==> config.mk <==
export PLATFORM = sky130hd
export DESIGN_NAME = page_walker
export DESIGN_NICKNAME = d
export VERILOG_FILES = /design/src/rtl/page_walker.sv
export SDC_FILE = /design/constraint.sdc
export NUM_CORES = 1
export LEC_CHECK = 0
export ABC_AREA = 1
export CORE_ASPECT_RATIO = 0.8
export CORE_MARGIN = 1.5
export CORE_UTILIZATION = 45
export CTS_CLUSTER_DIAMETER = 200
export DETAILED_ROUTE_END_ITERATION = 12
export PLACE_DENSITY = 0.84
export SYNTH_ARGS = -nofsm -noshare
export SYNTH_HDL_FRONTEND = slang
export SYNTH_SLANG_ARGS = --single-unit
==> constraint.sdc <==
create_clock -name clk -period 5.8 [get_ports clk]
set_input_delay 1.16 -clock clk [delete_from_list [all_inputs] [get_ports clk]]
set_output_delay 1.16 -clock clk [all_outputs]
set_load 0.03 [all_outputs]
==> src/rtl/page_walker.sv <==
// page_walker
//   Hardware page-table walker and miss responder for TLB refill. Accepts one
//   translation miss at a time, walks a LEVELS-deep radix page table through a
//   single-outstanding memory read port, and returns either the translated
//   physical address or a fault.
//
// Ports
//   clk, rst_n        clock, synchronous active-low reset
//   req_*             miss request (va, pcid) plus the root table base for it
//   mem_req_*         PTE read request (byte address)
//   mem_resp_*        PTE read data (one response per accepted request)
//   resp_*            translation result back to the TLB
//   dbg_state         current FSM state (IDLE=0, ISSUE=1, WAIT=2, RESP=3)
//
// Handshakes: a transfer happens on a rising edge where valid and ready are
// both high. A valid source holds valid and its payload stable until that
// edge. mem_resp_valid has no ready; it is only looked at in WAIT.
module page_walker #(
  parameter int SADDR  = 64,
  parameter int SPAGE  = 12,
  parameter int SPCID  = 12,
  parameter int LEVELS = 4,
  parameter int SIDX   = 9,
  parameter int SPTE   = 64
) (
  input  logic             clk,
  input  logic             rst_n,
  input  logic             req_valid,
  output logic             req_ready,
  input  logic [SADDR-1:0] req_va,
  input  logic [SPCID-1:0] req_pcid,
  input  logic [SADDR-1:0] root_base,
  output logic             mem_req_valid,
  input  logic             mem_req_ready,
  output logic [SADDR-1:0] mem_addr,
  input  logic             mem_resp_valid,
  input  logic [SPTE-1:0]  mem_resp_data,
  output logic             resp_valid,
  input  logic             resp_ready,
  output logic [SADDR-1:0] resp_va,
  output logic [SPCID-1:0] resp_pcid,
  output logic [SADDR-1:0] resp_pa,
  output logic             resp_fault,
  output logic [1:0]       dbg_state
);

  typedef enum logic [1:0] {
    S_IDLE  = 2'd0,
    S_ISSUE = 2'd1,
    S_WAIT  = 2'd2,
    S_RESP  = 2'd3
  } state_t;

  localparam int LVLW      = (LEVELS > 1) ? $clog2(LEVELS) : 1;
  localparam int STRIDE_SH = $clog2(SPTE / 8);
  localparam logic [SADDR-1:0] IDX_MASK = (SADDR'(1) << SIDX) - SADDR'(1);
  localparam logic [LVLW-1:0]  TOP_LVL  = LVLW'(LEVELS - 1);

  state_t           state;
  logic [SADDR-1:0] va_q;
  logic [SPCID-1:0] pcid_q;
  logic [LVLW-1:0]  lvl;
  logic [SADDR-1:0] next_base;
  logic             unused_pte;

  // PTE byte address for level lvl: table base plus the va index scaled by the
  // PTE stride. Wraps modulo 2^SADDR by construction.
  function automatic logic [SADDR-1:0] pte_addr(input logic [SADDR-1:0] base,
                                                 input logic [SADDR-1:0] va,
                                                 input logic [LVLW-1:0]  l);
    logic [SADDR-1:0] idx;
    idx = (va >> (SPAGE + SIDX * int'(l))) & IDX_MASK;
    return base + (idx << STRIDE_SH);
  endfunction

  // Next-level table base (or final page frame) carried by the PTE.
  assign next_base  = {mem_resp_data[SADDR-1:SPAGE], {SPAGE{1'b0}}};
  // Only the valid bit and the frame field of a PTE carry meaning.
  assign unused_pte = ^mem_resp_data;
  assign dbg_state  = state;

  always_ff @(posedge clk) begin
    if (!rst_n) begin
      state         <= S_IDLE;
      req_ready     <= 1'b1;
      mem_req_valid <= 1'b0;
      mem_addr      <= '0;
      resp_valid    <= 1'b0;
      resp_va       <= '0;
      resp_pcid     <= '0;
      resp_pa       <= '0;
      resp_fault    <= 1'b0;
      va_q          <= '0;
      pcid_q        <= '0;
      lvl           <= '0;
    end else begin
      case (state)
        S_IDLE: begin
          if (req_valid) begin
            va_q          <= req_va;
            pcid_q        <= req_pcid;
            lvl           <= TOP_LVL;
            // First address is formed here so mem_addr is a clean register
            // output from the first ISSUE cycle.
            mem_addr      <= pte_addr(root_base, req_va, TOP_LVL);
            mem_req_valid <= 1'b1;
            req_ready     <= 1'b0;
            state         <= S_ISSUE;
          end
        end
        S_ISSUE: begin
          if (mem_req_ready) begin
            mem_req_valid <= 1'b0;
            state         <= S_WAIT;
          end
        end
        S_WAIT: begin
          if (mem_resp_valid) begin
            if (!mem_resp_data[0]) begin
              resp_valid <= 1'b1;
              resp_va    <= va_q;
              resp_pcid  <= pcid_q;
              resp_pa    <= '0;
              resp_fault <= 1'b1;
              state      <= S_RESP;
            end else if (lvl != '0) begin
              lvl           <= lvl - LVLW'(1);
              mem_addr      <= pte_addr(next_base, va_q, lvl - LVLW'(1));
              mem_req_valid <= 1'b1;
              state         <= S_ISSUE;
            end else begin
              resp_valid <= 1'b1;
              resp_va    <= va_q;
              resp_pcid  <= pcid_q;
              resp_pa    <= {mem_resp_data[SADDR-1:SPAGE], va_q[SPAGE-1:0]};
              resp_fault <= 1'b0;
              state      <= S_RESP;
            end
          end
        end
        S_RESP: begin
          if (resp_ready) begin
            resp_valid <= 1'b0;
            req_ready  <= 1'b1;
            state      <= S_IDLE;
          end
        end
        default: state <= S_IDLE;
      endcase
    end
  end

endmodule

After elaboration in Yosys (flattened, before gate mapping). Index checks and enable logic that the tools add are counted. Widths: inputs -> output; s select.

Shifts and indexed selects: 1. $add $sub $neg: 4. Multipliers: 1. Reduce and logical (&&, ||, !) cells: 13. Eq/ne operators: 11. Mux-type cells: 39.

Operators by type and width (number): $mux 64 (8); $add 64x12->64 (2); $pmux 64 s2 (1); $shr 64x7->9 (1); $mux 12 (2); $mux 2 (10); $ne 2x2->1 const B (7); $mux 1 (13); $pmux 2 s4 (1); $reduce_and 4->1 (2); $reduce_bool 2->1 (4); $add 4x6->7 const A (1); $mul 4x2->6 const A (1); $reduce_and 3->1 (2); $reduce_and 6->1 (1); $reduce_and 5->1 (1); $eq 2x2->1 const B (2); $pmux 1 s2 (2); $pmux 2 s2 (1); $ne 3x3->1 const B (1); $pmux 1 s3 (1); $reduce_bool 3->1 (1); $eq 2x1->1 const B (1); $logic_not 2->1 (1); other kinds (2) (2).

Register bits after elaboration: 288.

Longest topological paths before layout. Gate-level depths: netlist (run 1).

Depth after elaboration: 9. Mapped depth: 15.

Least setup slack after synthesis (run 1). Ideal clock, no wire load.

Path kind: input-to-reg. Start point: in req_va[39]. End point: reg mem_addr[51]. Stages: 15. Path buffers: 0. Slack: 2.982 ns. Data arrival time: 2.685 ns. Setup time: 0.132 ns. Path through: ha_1 > inv_1 > fa_1 > inv_1 > nand3_1 > nand3_1 > nand2_1 > nand2_1 > nand2_1 > nand2_1 > nand2_1 > nand2_1 > nand3_1 > nand2_1 > a21oi_1.

Word-level cells in the longest chain between the ends: 3.

RTL lines: start: declaration (RTL line 30) `input logic [SADDR-1:0] req_va,`; $add 64x12->64 (RTL line 73) `return base + (idx << STRIDE_SH);`; $mux 64 (RTL line 99) `if (req_valid) begin`; $pmux 64 s2 (RTL line 97) `case (state)`; end signal: assignment (RTL line 105) `mem_addr <= pte_addr(root_base, req_va, TOP_LVL);`; end signal: assignment (RTL line 128) `mem_addr <= pte_addr(next_base, va_q, lvl - LVLW'(1));`; end: declaration (RTL line 35) `output logic [SADDR-1:0] mem_addr,`.

No other way between the ends. The select of a mux whose other input is x is not followed. A chain may end at the register's enable or synchronous reset.

Final worst setup path (run 1).
Start point: reg lvl[0]. End point: reg resp_va[30].

Word-level cells in the longest chain between the ends: 3.

RTL lines: start: declaration (RTL line 62) `logic [LVLW-1:0] lvl;`; start signal: assignment (RTL line 127) `lvl <= lvl - LVLW'(1);`; $reduce_bool 2->1 (RTL line 126) `end else if (lvl != '0) begin`; $ne 2x2->1 (no source line); $reduce_and 3->1 (no source line); end signal: assignment (RTL line 121) `resp_va <= va_q;`; end signal: assignment (RTL line 133) `resp_va <= va_q;`; end: declaration (RTL line 40) `output logic [SADDR-1:0] resp_va,`.

No other way between the ends.

==> results of run 1 <==
-- layout by cell type, fill, tap and decap left out, types with 7 or more instances in the layout --
cell | synthesis | layout
nor2_1 | 461 | 460
nand2_1 | 454 | 453
clkdlybuf4s50_1 | 0 | 407
dfxtp_1 | 288 | 288
o21ai_0 | 175 | 175
a21oi_1 | 168 | 168
inv_1 | 122 | 121
nand3_1 | 96 | 96
o21ai_1 | 33 | 33
clkbuf_16 | 0 | 29
nand4_1 | 23 | 23
xor2_1 | 18 | 18
buf_4 | 0 | 11
ha_1 | 10 | 10
nor3_1 | 8 | 8
clkbuf_1 | 71 | 8
nand3b_1 | 7 | 7
xnor2_1 | 7 | 7
-- state kept, by name, summed over array words and instances (netlist names), 2 cells and up --
register / count
resp_pa: 64
lvl: 2
pcid_q: 12
resp_va: 64
va_q: 64
mem_addr: 64
dbg_state: 2
resp_pcid: 12
-- final cells by class --
class,instances,share of cell area (%)
antenna,6,0.0819
clock buffer,42,4.50
clock inverter,8,0.294
inverter,127,2.62
multi-input combinational,1483,35.8
sequential,288,31.5
tap,370,2.53
timing repair buffer,418,22.7
-- through the flow --
stage | hold WS (ps) | setup WS [ps] | instances | instance area, um^2
3_5_place_dp | 448 | 1850 | 2686 | 17400
5_1_grt | 477 | 1790 | 2741 | 18300
4_1_cts | 462 | 2220 | 2736 | 18300
2_1_floorplan | 445 | 2980 | 2007 | 13200
6_report | 460 | 2090 | 2742 | 18300
3_3_place_gp | 444 | 1870 | 2686 | 17400
-- cell families (layout without fill, tap and decap cells) --
| family | after synthesis | after routing | share of synthesized area [%] |
|---|---|---|---|
| compound gates | 392 | 392 | 15.0 |
| xor+xnor | 25 | 25 | 1.65 |
| fa+ha+maj | 11 | 11 | 1.10 |
| buf+inv | 236 | 595 | 7.02 |
| flops | 288 | 288 | 43.5 |
| other cells | 0 | 6 | 0 |
| simple gates | 1055 | 1055 | 31.7 |
-- layer usage --
metal	wire length [um]	share of wire, %	vias to the layer above
met5	17	0.033	-
met4	2160	4.2	2
met3	4670	9.1	120
met2	22100	43	668
met1	22400	44	6808
li1	-	-	7141
-- path summary, 6_finish.rpt --
check | startpoint | to | slack, ps | cells after the start
worst max-delay path | lvl[0]$_SDFFE_PN0P_ | resp_va[30]$_SDFFE_PN0P_ | 2090 | 10
worst min-delay path | resp_pa[31]$_SDFFE_PN0P_ | resp_pa[31]$_SDFFE_PN0P_ | 460 | 2
worst max register to register | lvl[0]$_SDFFE_PN0P_ | resp_va[30]$_SDFFE_PN0P_ | 2090 | 10
worst min register to register | resp_pa[31]$_SDFFE_PN0P_ | resp_pa[31]$_SDFFE_PN0P_ | 460 | 2
-- tightest hold or removal path, cell delays in order (launching register included) --
cell and delay (ps):
dfxtp_1 310, nand2_1 60, a21oi_1 50
-- power groups by stage --
stage	registers (uW)	clock network, uW	logic (uW)
6_report	2700	1780	3090
2_1_floorplan	3240	0	1300
3_5_place_dp	2730	0	3040
4_1_cts	2690	1790	3060
3_3_place_gp	2710	0	2990
5_1_grt	2760	1880	3330
==> results.cfg, run 1 <==
[place]
gp_congestion = 0.918
portBuffers = 408
dp_hpwl_um = 37800

[floorplanning]
dieArea_um2 = 30500
chipHeight_um = 156
start_util_pct = 46.3
rows = 55
coreArea_um2 = 28600
die_x_um = 195
pin_count = 420

[sta]
setup_tns_ps = 0
tightest_slew_ps = 1030
max_freq_ghz = 0.269
hold_viol_final = 0
slew_viol_final = 0
fin_crit_ps = 3710
relSlewSlack_pct = 31.2
setup_viol = 0
finalClockSkew_ps = 11.7
rsz0062_at_grt = false
timing.final.crit_share_pct = 64.0

[cts]
cts_tree = done
cts_made_buffers = 29
clock_path_buffers = 3
clk_pin_slew_ps = 60
cts_sinks = 288
postCtsSetupRepairBufs = 0
clk_latency_ps = 570
root_buffer = clkbuf_16
htree_levels = 1
cts_hold_buf = 0
cts_resized = 0

[detailed_routing]
drcViolationCount = 0
drt_wl_total_um = 51300
ant_nets = 0
dr.pass1.iters = 8
drt_iter0_markers = 1619
vias = 14700
wl_per_cell_um = 18.7
routed_via_density = 5.38

[synth]
ys_ff_latch = 288
synth_flop_cell = dfxtp_1
syn_nets = 2228
ys_seq_area_share_pct = 43.5
synth_edf_count = 0
synthArstFlopShare_pct = 0
synth_top_area_share_pct = 43.5
ys_types = 28
ys_top_cells_by_area = dfxtp_1, nor2_1, nand2_1, o21ai_0, a21oi_1
synth_common_cells = nor2_1, nand2_1, dfxtp_1
yosysTopAreaCell = dfxtp_1
avgSynthCellArea_um2 = 6.60
yosysWarnings = 0
yosysMostFrequentCell = nor2_1
netlist_instances = 2007
synthesis.area_um2 = 13200

[critical_path]
cp-start-kind = register
slowest_delay_ps = 830
critPathCaptureType = register
slowest_stage = dfxtp_1
cp.buffers_inverters = 4
cp_max_fo = 98
crit_family = buffers and inverters
crit_chain = inv_1 > ha_1 > inv_1 > nand2_1 > nand2_1 > nor2_4 > inv_4 > buf_4 > nor2_1 > nor2_1
crit_type = register to register
cp.arrival_ps = 4220
required_ps = 6300

[power]
total_power_uw = 7570
switching_share_pct = 40.8
seqPwrFrac_pct = 35.7
share_comb_of_total_power_pct = 40.8
p_switching_uw = 3090
powerDensity_nw_per_um2 = 413
ir_drop_mv = 0.250
p_int_uw = 4480
leakage_uw = 0.00759
p_clk_share_pct = 23.5

[global_routing]
top_usage_layer = met2
antenna_found_initial = 6
met3_usage_pct = 8.13
grt_pass1_vias = 13600
grt_max_degree = 99
grt_pass1_wl_um = 76700
grt_overflow_total = 0
grt_usage_pct = 32.4
grt.met1_usage_pct = 43.7
met2_usage_pct = 49.5

[cells_and_area]
layout-drive-gt1-share_pct = 2.87
fill_cells = 2489
register_area_um2 = 5770
area_growth_pct = 38.4
final_util_pct = 64.0
final_nets = 2568
multi_input_area_um2 = 6570

[hold_path]
hold_class = register to register

[outcome]
status = finished clean

[job]
cap_violations = 0
No activity file was read; power rests on OpenSTA's default activity.
==> run 2: changes to the inputs <==
Settings changed: CORE_UTILIZATION 45 to 42, PLACE_DENSITY 0.84 to 0.82.
Clock period 5.8 ns to 3.25 ns, I/O delays scaled along.
==> run 2 against run 1 <==
Against the previous run: clock-buffer cell count is 6 lower; wire length grew 0.97%; worst hold slack improved by 2.2 ps; non-clock buffer count up 19; first-iteration DRC count shrank 8.7%; critical path depth decreased by 1; combinational power up 84%; clock power increased by 110%; fmax grew 38%; highest routed layer is now met4.
==> results.cfg, run 2 (same netlist as run 1, synthesis figures left out) <==
[global_routing]
grt_overflow_total = 0
grt_pass1_wl_um = 78700
grt_pass1_vias = 13600
grt_max_degree = 185
antenna_found_initial = 3
grt_usage_pct = 30.6

[place]
gp_congestion = 0.952
portBuffers = 408
pre_cts_slack_ps = 102
dp_hpwl_um = 39000

[sta]
worst_slack_ps = 565
timing.final.crit_share_pct = 82.6
hold_viol_final = 0
rsz0062_at_grt = false
relSlewSlack_pct = 44.1
max_freq_ghz = 0.372
setup_tns_ps = 0
slew_viol_final = 0
setup_viol = 0
finalClockSkew_ps = 12.1
fin_crit_ps = 2690
tightest_slew_ps = 838
whs_ps = 462

[critical_path]
critPathCaptureType = register
cp.arrival_ps = 3180
cp_max_fo = 82
ff2ff_setup_slack_ps = 560
crit_type = register to register
cp-start-kind = register
required_ps = 3740
r2r_cells = 9

[floorplanning]
pin_count = 420
start_util_pct = 43.2
chipHeight_um = 162
rows = 57
dieArea_um2 = 32600
die_x_um = 202
coreArea_um2 = 30700

[detailed_routing]
met2_length_um = 22700
drt_wl_total_um = 51800
drcViolationCount = 0
wl_per_cell_um = 18.5
ant_nets = 0
drt_iter0_markers = 1478
met3_length_um = 4110
dr.pass1.iters = 5
vias = 14800
highest-signal-layer = met4
routed_via_density = 5.26
met1_length_um = 23800

[cells_and_area]
final_nets = 2588
layout-drive-gt1-share_pct = 4.10
final_util_pct = 61.4
area_growth_pct = 42.3
final_common_cell = nor2_1
mostFrequentLayoutCells = nor2_1, nand2_1, clkdlybuf4s50_1

[power]
ir_drop_mv = 0.618
total_power_uw = 14200
leakage_uw = 0.00783
powerDensity_nw_per_um2 = 756

[job]
cap_violations = 0

[cts]
root_buffer = clkbuf_16
cts_made_buffers = 30
cts_sinks = 288
htree_levels = 1
clk_latency_ps = 560
clock_path_buffers = 3
postCtsSetupRepairBufs = 0
clk_pin_slew_ps = 70
cts_resized = 0
cts_tree = done
cts_hold_buf = 0

[hold_path]
min_path_cells = 2
hold_class = register to register

[outcome]
status = finished clean
[run 2: path summary, 6_finish.rpt]
check                              to                   start
min reg2reg    req_ready$_SDFFE_PN1P_  req_ready$_SDFFE_PN1P_
min            req_ready$_SDFFE_PN1P_  req_ready$_SDFFE_PN1P_
max reg2reg  resp_va[27]$_SDFFE_PN0P_     lvl[0]$_SDFFE_PN0P_
max          resp_va[27]$_SDFFE_PN0P_     lvl[0]$_SDFFE_PN0P_
[run 2: routing by layer]
metal / vias up / global-route usage, %
li1: 7171 / -
met1: 6879 / 43.9
met2: 624 / 47.4
met3: 82 / 5.48
met4: 0 / 7.50
met5: - / 0
[run 2: metrics by stage]
step,cells,instance area (um^2)
2_1_floorplan,2007,13200
3_3_place_gp,2748,17700
3_5_place_dp,2748,17700
4_1_cts,2803,18800
5_1_grt,2805,18800
6_report,2806,18800
[run 2: worst max-delay path: stages, from the launching register on]
cell     delay [ps]
dfxtp_1         310
inv_1           340
ha_1            370
inv_1            90
nand2_1         100
nand2_1         150
nor2_4          170
buf_4           640
o21ai_0         210
nor2_1          150
[run 2: cell type report]
cell class,instances,area (um^2)
Clock buffer,36,825
Timing Repair Buffer,437,4410
Clock inverter,19,262
Tap cell,413,517
Fill cell,2722,11800
Antenna cell,3,7.51
Inverter,127,480
Sequential cell,288,5770
Multi-Input combinational cell,1483,6570
[run 2: where the power goes]
| part | total (uW) | internal, uW | switching [uW] | leakage, uW |
|---|---|---|---|---|
| combinational | 5680 | 2010 | 3660 | 0.00494 |
| clock | 3780 | 2290 | 1490 | 0.000541 |
| sequential | 4790 | 4320 | 470 | 0.00236 |
| total | 14200 | 8620 | 5620 | 0.00783 |
